$ cat src/rtl/ppa_kogge_stone_19bit_pkg.sv
`default_nettype none
// ============================================================================
// Package     : ppa_pkg
// Description : Shared helpers for the Kogge-Stone parallel-prefix adder.
//               ks_stages(width) returns ceil(log2(width)), which is the
//               number of prefix stages. PPA_MAX_WIDTH is the widest legal
//               operand.
// Revision    : 1.0 - initial release
// ============================================================================
package ppa_pkg;

  localparam int PPA_MAX_WIDTH = 64;

  // ceil(log2(width)); a width of 1 or less needs no prefix stage.
  function automatic int ks_stages(input int width);
    int stages;
    stages = 0;
    while ((1 << stages) < width) begin
      stages = stages + 1;
    end
    return stages;
  endfunction

endpackage : ppa_pkg
`default_nettype wire

$ cat src/rtl/ppa_kogge_stone_19bit_black_cell.sv
`default_nettype none
// ============================================================================
// Module      : ks_black_cell
// Description : Kogge-Stone prefix operator. It combines the group
//               generate/propagate pair (Gi,Pi) of a span with the pair of
//               the adjacent lower span (Gj,Pj).
// Ports       : Gi, Pi - upper span generate/propagate (in)
//               Gj, Pj - lower span generate/propagate (in)
//               Go, Po - combined span generate/propagate (out)
// Revision    : 1.0 - initial release
// ============================================================================
module ks_black_cell (
  input  logic Gi,
  input  logic Pi,
  input  logic Gj,
  input  logic Pj,
  output logic Go,
  output logic Po
);

  assign Go = Gi | (Pi & Gj);
  assign Po = Pi & Pj;

endmodule : ks_black_cell
`default_nettype wire

$ cat src/rtl/ppa_kogge_stone_19bit.sv
`default_nettype none
// ============================================================================
// Module      : ppa_kogge_stone_19bit
// Description : Kogge-Stone parallel-prefix adder. It computes
//               {cout,S} = A + B + cin over `width` bits.
//               The default build is purely combinational, and clk and rst_n
//               are ignored. When the macro PPA_KS_OUTPUT_REG_EN is defined,
//               S and cout are registered on the rising edge of clk. In that
//               build, rst_n is an asynchronous active-low clear.
// Ports       : clk   - block clock (registered build only)
//               rst_n - async active-low reset (registered build only)
//               A, B  - unsigned addends, width bits
//               cin   - carry in
//               S     - sum, bits [width-1:0]
//               cout  - carry out, bit [width]
// Revision    : 1.0 - initial release
// ============================================================================
module ppa_kogge_stone_19bit
  import ppa_pkg::*;
#(
  parameter int width = 19
) (
  input  logic             clk,
  input  logic             rst_n,
  input  logic [width-1:0] A,
  input  logic [width-1:0] B,
  input  logic             cin,
  output logic [width-1:0] S,
  output logic             cout
);

  localparam int c_STAGES = ks_stages(width);

  if ((width < 2) || (width > PPA_MAX_WIDTH)) begin : g_bad_width
    $error("ppa_kogge_stone_19bit: width out of range 2..64");
  end

  logic [width-1:0] p_w;
  logic [width-1:0] g_w;
  logic [width-1:0] g0_w;
  logic [width:0]   c_w;
  logic [width-1:0] s_d;
  logic             cout_d;

  assign p_w = A ^ B;
  assign g_w = A & B;

  // Fold cin into bit 0. Every carry then falls out of the tree as a
  // group generate, and no extra prefix column is needed.
  assign g0_w = {g_w[width-1:1], g_w[0] | (p_w[0] & cin)};

  for (genvar k = 0; k < c_STAGES; k++) begin : g_stage
    localparam int c_DIST = 1 << k;
    logic [width-1:0] g_in;
    logic [width-1:0] p_in;
    logic [width-1:0] g_out;
    logic [width-1:0] p_out;

    if (k == 0) begin : g_first
      assign g_in = g0_w;
      assign p_in = p_w;
    end else begin : g_next
      assign g_in = g_stage[k-1].g_out;
      assign p_in = g_stage[k-1].p_out;
    end

    for (genvar i = 0; i < width; i++) begin : g_bit
      if (i >= c_DIST) begin : g_cell
        ks_black_cell u_cell (
          .Gi (g_in[i]),
          .Pi (p_in[i]),
          .Gj (g_in[i-c_DIST]),
          .Pj (p_in[i-c_DIST]),
          .Go (g_out[i]),
          .Po (p_out[i])
        );
      end else begin : g_pass
        assign g_out[i] = g_in[i];
        assign p_out[i] = p_in[i];
      end
    end
  end

  // Final group generate of bit i is the carry into bit i+1.
  assign c_w    = {g_stage[c_STAGES-1].g_out, cin};
  assign s_d    = p_w ^ c_w[width-1:0];
  assign cout_d = c_w[width];

`ifdef PPA_KS_OUTPUT_REG_EN
  logic [width-1:0] s_q;
  logic             cout_q;

  always_ff @(posedge clk or negedge rst_n) begin
    if (!rst_n) begin
      s_q    <= '0;
      cout_q <= 1'b0;
    end else begin
      s_q    <= s_d;
      cout_q <= cout_d;
    end
  end

  assign S    = s_q;
  assign cout = cout_q;

  // The last stage's group propagate has no consumer.
  logic unused_ok;
  assign unused_ok = ^g_stage[c_STAGES-1].p_out;
`else
  assign S    = s_d;
  assign cout = cout_d;

  // clk and rst_n have no function in the combinational build.
  logic unused_ok;
  assign unused_ok = clk ^ rst_n ^ (^g_stage[c_STAGES-1].p_out);
`endif

endmodule : ppa_kogge_stone_19bit
`default_nettype wire

$ cat config.mk
export PLATFORM = sky130hd
export DESIGN_NAME = ppa_kogge_stone_19bit
export DESIGN_NICKNAME = d
export VERILOG_FILES = /design/src/rtl/ppa_kogge_stone_19bit_pkg.sv /design/src/rtl/ppa_kogge_stone_19bit_black_cell.sv /design/src/rtl/ppa_kogge_stone_19bit.sv
export SDC_FILE = /design/constraint.sdc
export NUM_CORES = 1
export LEC_CHECK = 0
export CORE_MARGIN = 1.5
export CORE_UTILIZATION = 38
export DETAILED_ROUTE_END_ITERATION = 16
export PLACE_DENSITY = 0.85
export SYNTH_ARGS = -nofsm -noshare
export SYNTH_HDL_FRONTEND = slang
export SYNTH_SLANG_ARGS = --single-unit
$ cat constraint.sdc
create_clock -name vclk -period 3.6
set_clock_uncertainty 0.05 [all_clocks]
set_input_delay 0.72 -clock vclk [all_inputs]
set_output_delay 0.72 -clock vclk [all_outputs]
set_load 0.02 [all_outputs]
; ---- After elaboration in Yosys (flattened, before gate mapping)
; Index checks and enable logic that the tools add are counted.
[op_classes]
shift = 0
addsub = 0
n_mul = 0
eq_ne = 0
n_bitwise = 179
n_reduce_logical = 0
mux = 0
div = 0
magnitude_cmp = 0
[op_table]
columns = cell, n
row1 = 1-bit AND, 111
row2 = 1-bit bitwise OR, 65
row3 = 19-bit XOR, 2
row4 = 19-bit AND, 1
[word_totals]
rom_bits = 0
input_bits = 41
latch_bits = 0
wordCells = 179
regBits = 0
mem_bits_rw = 0
output_inout_bits = 20
mem_count = 0

; ---- Longest topological paths before layout
[logic_depth]
ltp_word = 12
mapped_depth = 9
ltp_nobuf = 9

; ---- Cells and area by module
; From an unflattened synthesis, not the netlist that was laid out.
[unflattened]
cells_unflattened = 166
area_unflattened_um2 = 1376.3
[by_module_without_submodules]
columns = mod, seq_area_each_um2, instances, area_each_um2, cells_per_inst
row1 = ks_black_cell, 0.0, 64, 15.0, 2
row2 = ppa_kogge_stone_19bit, 0.0, 1, 415.4, 38

; ---- Least setup slack after synthesis
; Ideal clock, no wire load.
[synth_path]
path_kind = input port to output port
startpoint = input port A[0]
endpoint = output port S[16]
n_path_buf = 0
t_arrival_ns = 2.743
path_stages = 9
t_required_ns = 2.830
setup_slack_ns = 0.087
path_cell_list = inv_1 -> fa_1 -> fa_1 -> nor2b_1 -> o2111ai_1 -> a21oi_1 -> a211oi_2 -> a31oi_1 -> xor2_1
[synth_via]
elab_chain_cells = 12
word_cells_on_any_way = 13
cone_classes = bitwise (13)
[synth_lines]
columns = element, line
row1 = from (decl), ppa_kogge_stone_19bit.sv:25  ; input logic [width-1:0] A,
row2 = 19-bit XOR, ppa_kogge_stone_19bit.sv:45  ; assign p_w = A ^ B;
row3 = 1-bit AND, ppa_kogge_stone_19bit.sv:50  ; assign g0_w = {g_w[width-1:1], g_w[0] | (p_w[0] & cin)};
row4 = 1-bit bitwise OR (*), ppa_kogge_stone_19bit.sv:50
row5 = 1-bit AND (*), ppa_kogge_stone_19bit_black_cell.sv:21  ; assign Go = Gi | (Pi & Gj);
row6 = 1-bit bitwise OR (*), ppa_kogge_stone_19bit_black_cell.sv:21
row7 = 1-bit AND (*), ppa_kogge_stone_19bit_black_cell.sv:21
row8 = 1-bit bitwise OR (*), ppa_kogge_stone_19bit_black_cell.sv:21
row9 = 1-bit AND (*), ppa_kogge_stone_19bit_black_cell.sv:21
row10 = 1-bit bitwise OR (*), ppa_kogge_stone_19bit_black_cell.sv:21
row11 = 1-bit AND (*), ppa_kogge_stone_19bit_black_cell.sv:21
row12 = 1-bit bitwise OR (*), ppa_kogge_stone_19bit_black_cell.sv:21
row13 = 19-bit XOR (*), ppa_kogge_stone_19bit.sv:86  ; assign s_d = p_w ^ c_w[width-1:0];
row14 = to (decl), ppa_kogge_stone_19bit.sv:28  ; output logic [width-1:0] S,
; Mark *: on every way between the ends. The rest lies on a longest branch, timed or not.

; ---- Worst setup path in the final report
[layout_path]
startpoint = input port B[4]
endpoint = output port S[16]
[layout_via]
elab_chain_cells = 9
word_cells_on_any_way = 13
cone_classes = bitwise (13)
[layout_lines]
columns = element, line
row1 = from (decl), ppa_kogge_stone_19bit.sv:26  ; input logic [width-1:0] B,
row2 = 19-bit AND, ppa_kogge_stone_19bit.sv:46  ; assign g_w = A & B;
row3 = 1-bit AND, ppa_kogge_stone_19bit_black_cell.sv:21
row4 = 1-bit bitwise OR, ppa_kogge_stone_19bit_black_cell.sv:21
row5 = 1-bit AND, ppa_kogge_stone_19bit_black_cell.sv:21
row6 = 1-bit bitwise OR, ppa_kogge_stone_19bit_black_cell.sv:21
row7 = 1-bit bitwise OR (*), ppa_kogge_stone_19bit_black_cell.sv:21
row8 = 1-bit AND (*), ppa_kogge_stone_19bit_black_cell.sv:21
row9 = 1-bit bitwise OR (*), ppa_kogge_stone_19bit_black_cell.sv:21
row10 = 19-bit XOR (*), ppa_kogge_stone_19bit.sv:86
; Marks and branches as above.

==> results.md <==
* CP Cell Sequence: clkdlybuf4s50_1 -> ha_1 -> a21o_1 -> buf_6 -> a21oi_4 -> a21oi_4 -> a211oi_4 -> a31oi_1 -> xor2_1 -> buf_4
* FFs & Latches at 0
* Status: finished with violations
* Drt wl/cell at 17.1 um
* Total number of yosys warnings at 0
* Leak at 0.000944 uW
* DRT Pass-1 Iters at 4
* Setup CP Type: in2out
* Synth-to-Final Area Change at 115%
* Hold_ws at 2.00 ns
* Gpl congestion at 0.847
* Switching component of the power at 231 uW
* CP Launch Point: B[4]
* Worst Max-Slew Pin Slew at 0.289 ns
* Worst Path Arrival at 2.84 ns
* Initial antenna violation count at 0
* Total GRT Usage at 0.268
* Cts hold-fix bufs at 0
* # diodes at 0
* Post-route cell area at 1980 sq um
* DP Cell Count at 261
* Worst min-delay path class: in2out
* Mapped Cells at 129
* Final setup violation count at 1
* Critical path launch point type: primary input
* IO Count at 61
* Post-synthesis cell area at 918 sq um
* Sw Share at 0.504
* Vias per cell at 5.70
* Share of power burned in registers at 0
* Hold wc startpoint: B[7]
* DR iter-0 viols at 42
* Netlist cell types at 29
* FF/Latch Area at 0 sq um
* Fmax at 0.277 GHz
* Comb pwr share at 1.000
* Crit-path most repeated cell: a21oi_4
* Maxcap violations at 0
* Int Pwr at 227 uW
* Period utilization at 1.00
* Total wire length at 4.50 mm
* Effective utilization at floorplan at 0.407
* Crit-path slowest cell: clkdlybuf4s50_1
* Final Non-Filler Cells at 263
* Post-Place Setup Slack at -0.929 ns
* Number of global-route vias before repair at 1441
* Sequential area share after synthesis at 0
* Row cnt at 17
* Pin count of the biggest net entering global routing at 7
* Normalized max-slew margin at 0.806
* Fill count at 127
* Nets@finish at 298
* Final Hold Vio Count at 0
* Critical path endpoint category: primary output
* Critical Path Fanout Max at 3
* Power Total at 458 uW
* Clk pwr share at 0
* Routed Antenna Nets at 0
* CP required at 2.83 ns
* Core Area at 2250 sq um
* CP max stage delay at 0.41 ns
* Mapped Nets at 190
* VDD IR max at 171 uV
* Failing checks: negative setup slack
* DRC at 0
* IO buf count at 59
* Syn Area/Cell at 7.12 sq um
* Die X at 52.2 um
* Fraction of layout cells with a size suffix above 1 at 0.353
* Fin crit period at 3.61 ns
* Worst setup path end: S[16]
* DP HPWL at 3.07 mm
* Final worst setup slack at -0.00712 ns
* Via count at 1499
* Grt ovf at 0
* First-pass GRT wire length at 5.67 mm
* Die ar. at 2720 sq um
* Pins Over Slew Limit at 0
* Die Height at 52.2 um
* DP Area at 1880 sq um
* Power per cell area at 232 nW/um^2
* Number of clock buffers in the layout at 0
-- layer usage --
metal | up-vias | GRT usage | wire length [um]
li1 | 691 | - | -
met5 | - | 0 | 0
met4 | 0 | 0.0812 | 216
met2 | 102 | 0.612 | 2400
met1 | 680 | 0.237 | 1550
met3 | 26 | 0.0115 | 337
-- cells in the final DEF, fill, tap and decap left out, types with 2 or more instances in the layout --
cell type	count
a21o_1	3
buf_2	4
xor2_1	8
dlymetal6s2s_1	3
dlygate4sd2_1	5
o21ai_1	3
o21a_1	4
nor2b_1	2
a21oi_2	2
o21ai_0	7
nor2_1	12
a21oi_4	2
nand2_1	11
ha_1	15
clkdlybuf4s50_1	35
fa_2	2
nand3_1	3
a31oi_1	4
clkdlybuf4s15_2	2
xnor2_1	8
buf_4	50
ha_4	3
nand4_1	2
clkbuf_2	5
a21boi_2	2
inv_2	3
a21oi_1	12
inv_1	5
-- how the worst min path moves through the flow --
| stage | end | cells past startpoint |
|---|---|---|
| 2_1_floorplan | S[18] | 2 |
| 3_3_place_gp | S[0] | 5 |
| 3_5_place_dp | S[0] | 5 |
| 4_1_cts | S[18] | 4 |
| 5_1_grt | S[7] | 5 |
| 6_report | S[7] | 5 |
-- repair_timing --
item                                    CTS  global route
endpoints found under the hold margin     0             0
setup buffers                             2             1
pin swaps                                20            15
resized for setup                        70            25
endpoints found under the setup margin   18            14
-- synthesized netlist by cell type (2+ instances only) --
cell type,instances,share of area
o21a_1,4,0.033
nor2_1,12,0.049
xor2_1,8,0.076
a31oi_1,5,0.034
a21o_1,3,0.025
a21boi_1,2,0.016
a21oi_1,15,0.082
xnor2_1,8,0.076
ha_1,18,0.25
fa_1,2,0.044
o21ai_0,8,0.044
a211oi_2,2,0.027
o2111ai_1,2,0.019
nand2_1,11,0.045
nand3_1,3,0.016
nand4_1,2,0.014
o21bai_1,2,0.016
nor2b_1,3,0.020
inv_1,8,0.033
o21ai_1,2,0.011
-- cell families after synthesis --
kind of cell	after synthesis	synth area share
xor+xnor	16	0.153
compound gates	50	0.354
simple gates	35	0.172
buf+inv	8	0.0327
fa+ha+maj	20	0.289
-- worst max-delay path: cells and delay by family --
kind	cells	cell delay [ns]
adders and majority gates	1	0.33
buffers and inverters	3	0.71
xor gates and xnor gates	1	0.16
AOI/OAI and AO/OA	5	0.91
-- metrics by stage --
step | util | setup TNS (ns)
final | 0.877 | -0.00712
after global placement | 0.835 | -8.98
after detailed placement | 0.835 | -10.14
after floorplan | - | 0
after CTS | 0.850 | 0
after global routing | 0.877 | -0.357
-- power groups by stage --
| stage | sequential (uW) | combinational (uW) | clock, uW |
|---|---|---|---|
| global route | 0 | 480 | 0 |
| CTS | 0 | 430 | 0 |
| detailed placement | 0 | 440 | 0 |
| global placement | 0 | 426 | 0 |
| floorplan | 0 | 206 | 0 |
| finish | 0 | 458 | 0 |
-- cell type report --
class	instances	area [sq um]	share of cell area
multi-input cells	121	1020	0.514
repair buffers	106	896	0.453
well taps	28	35.0	0.0177
inverters	8	30.0	0.0152
No activity file was read; power rests on OpenSTA's default activity.
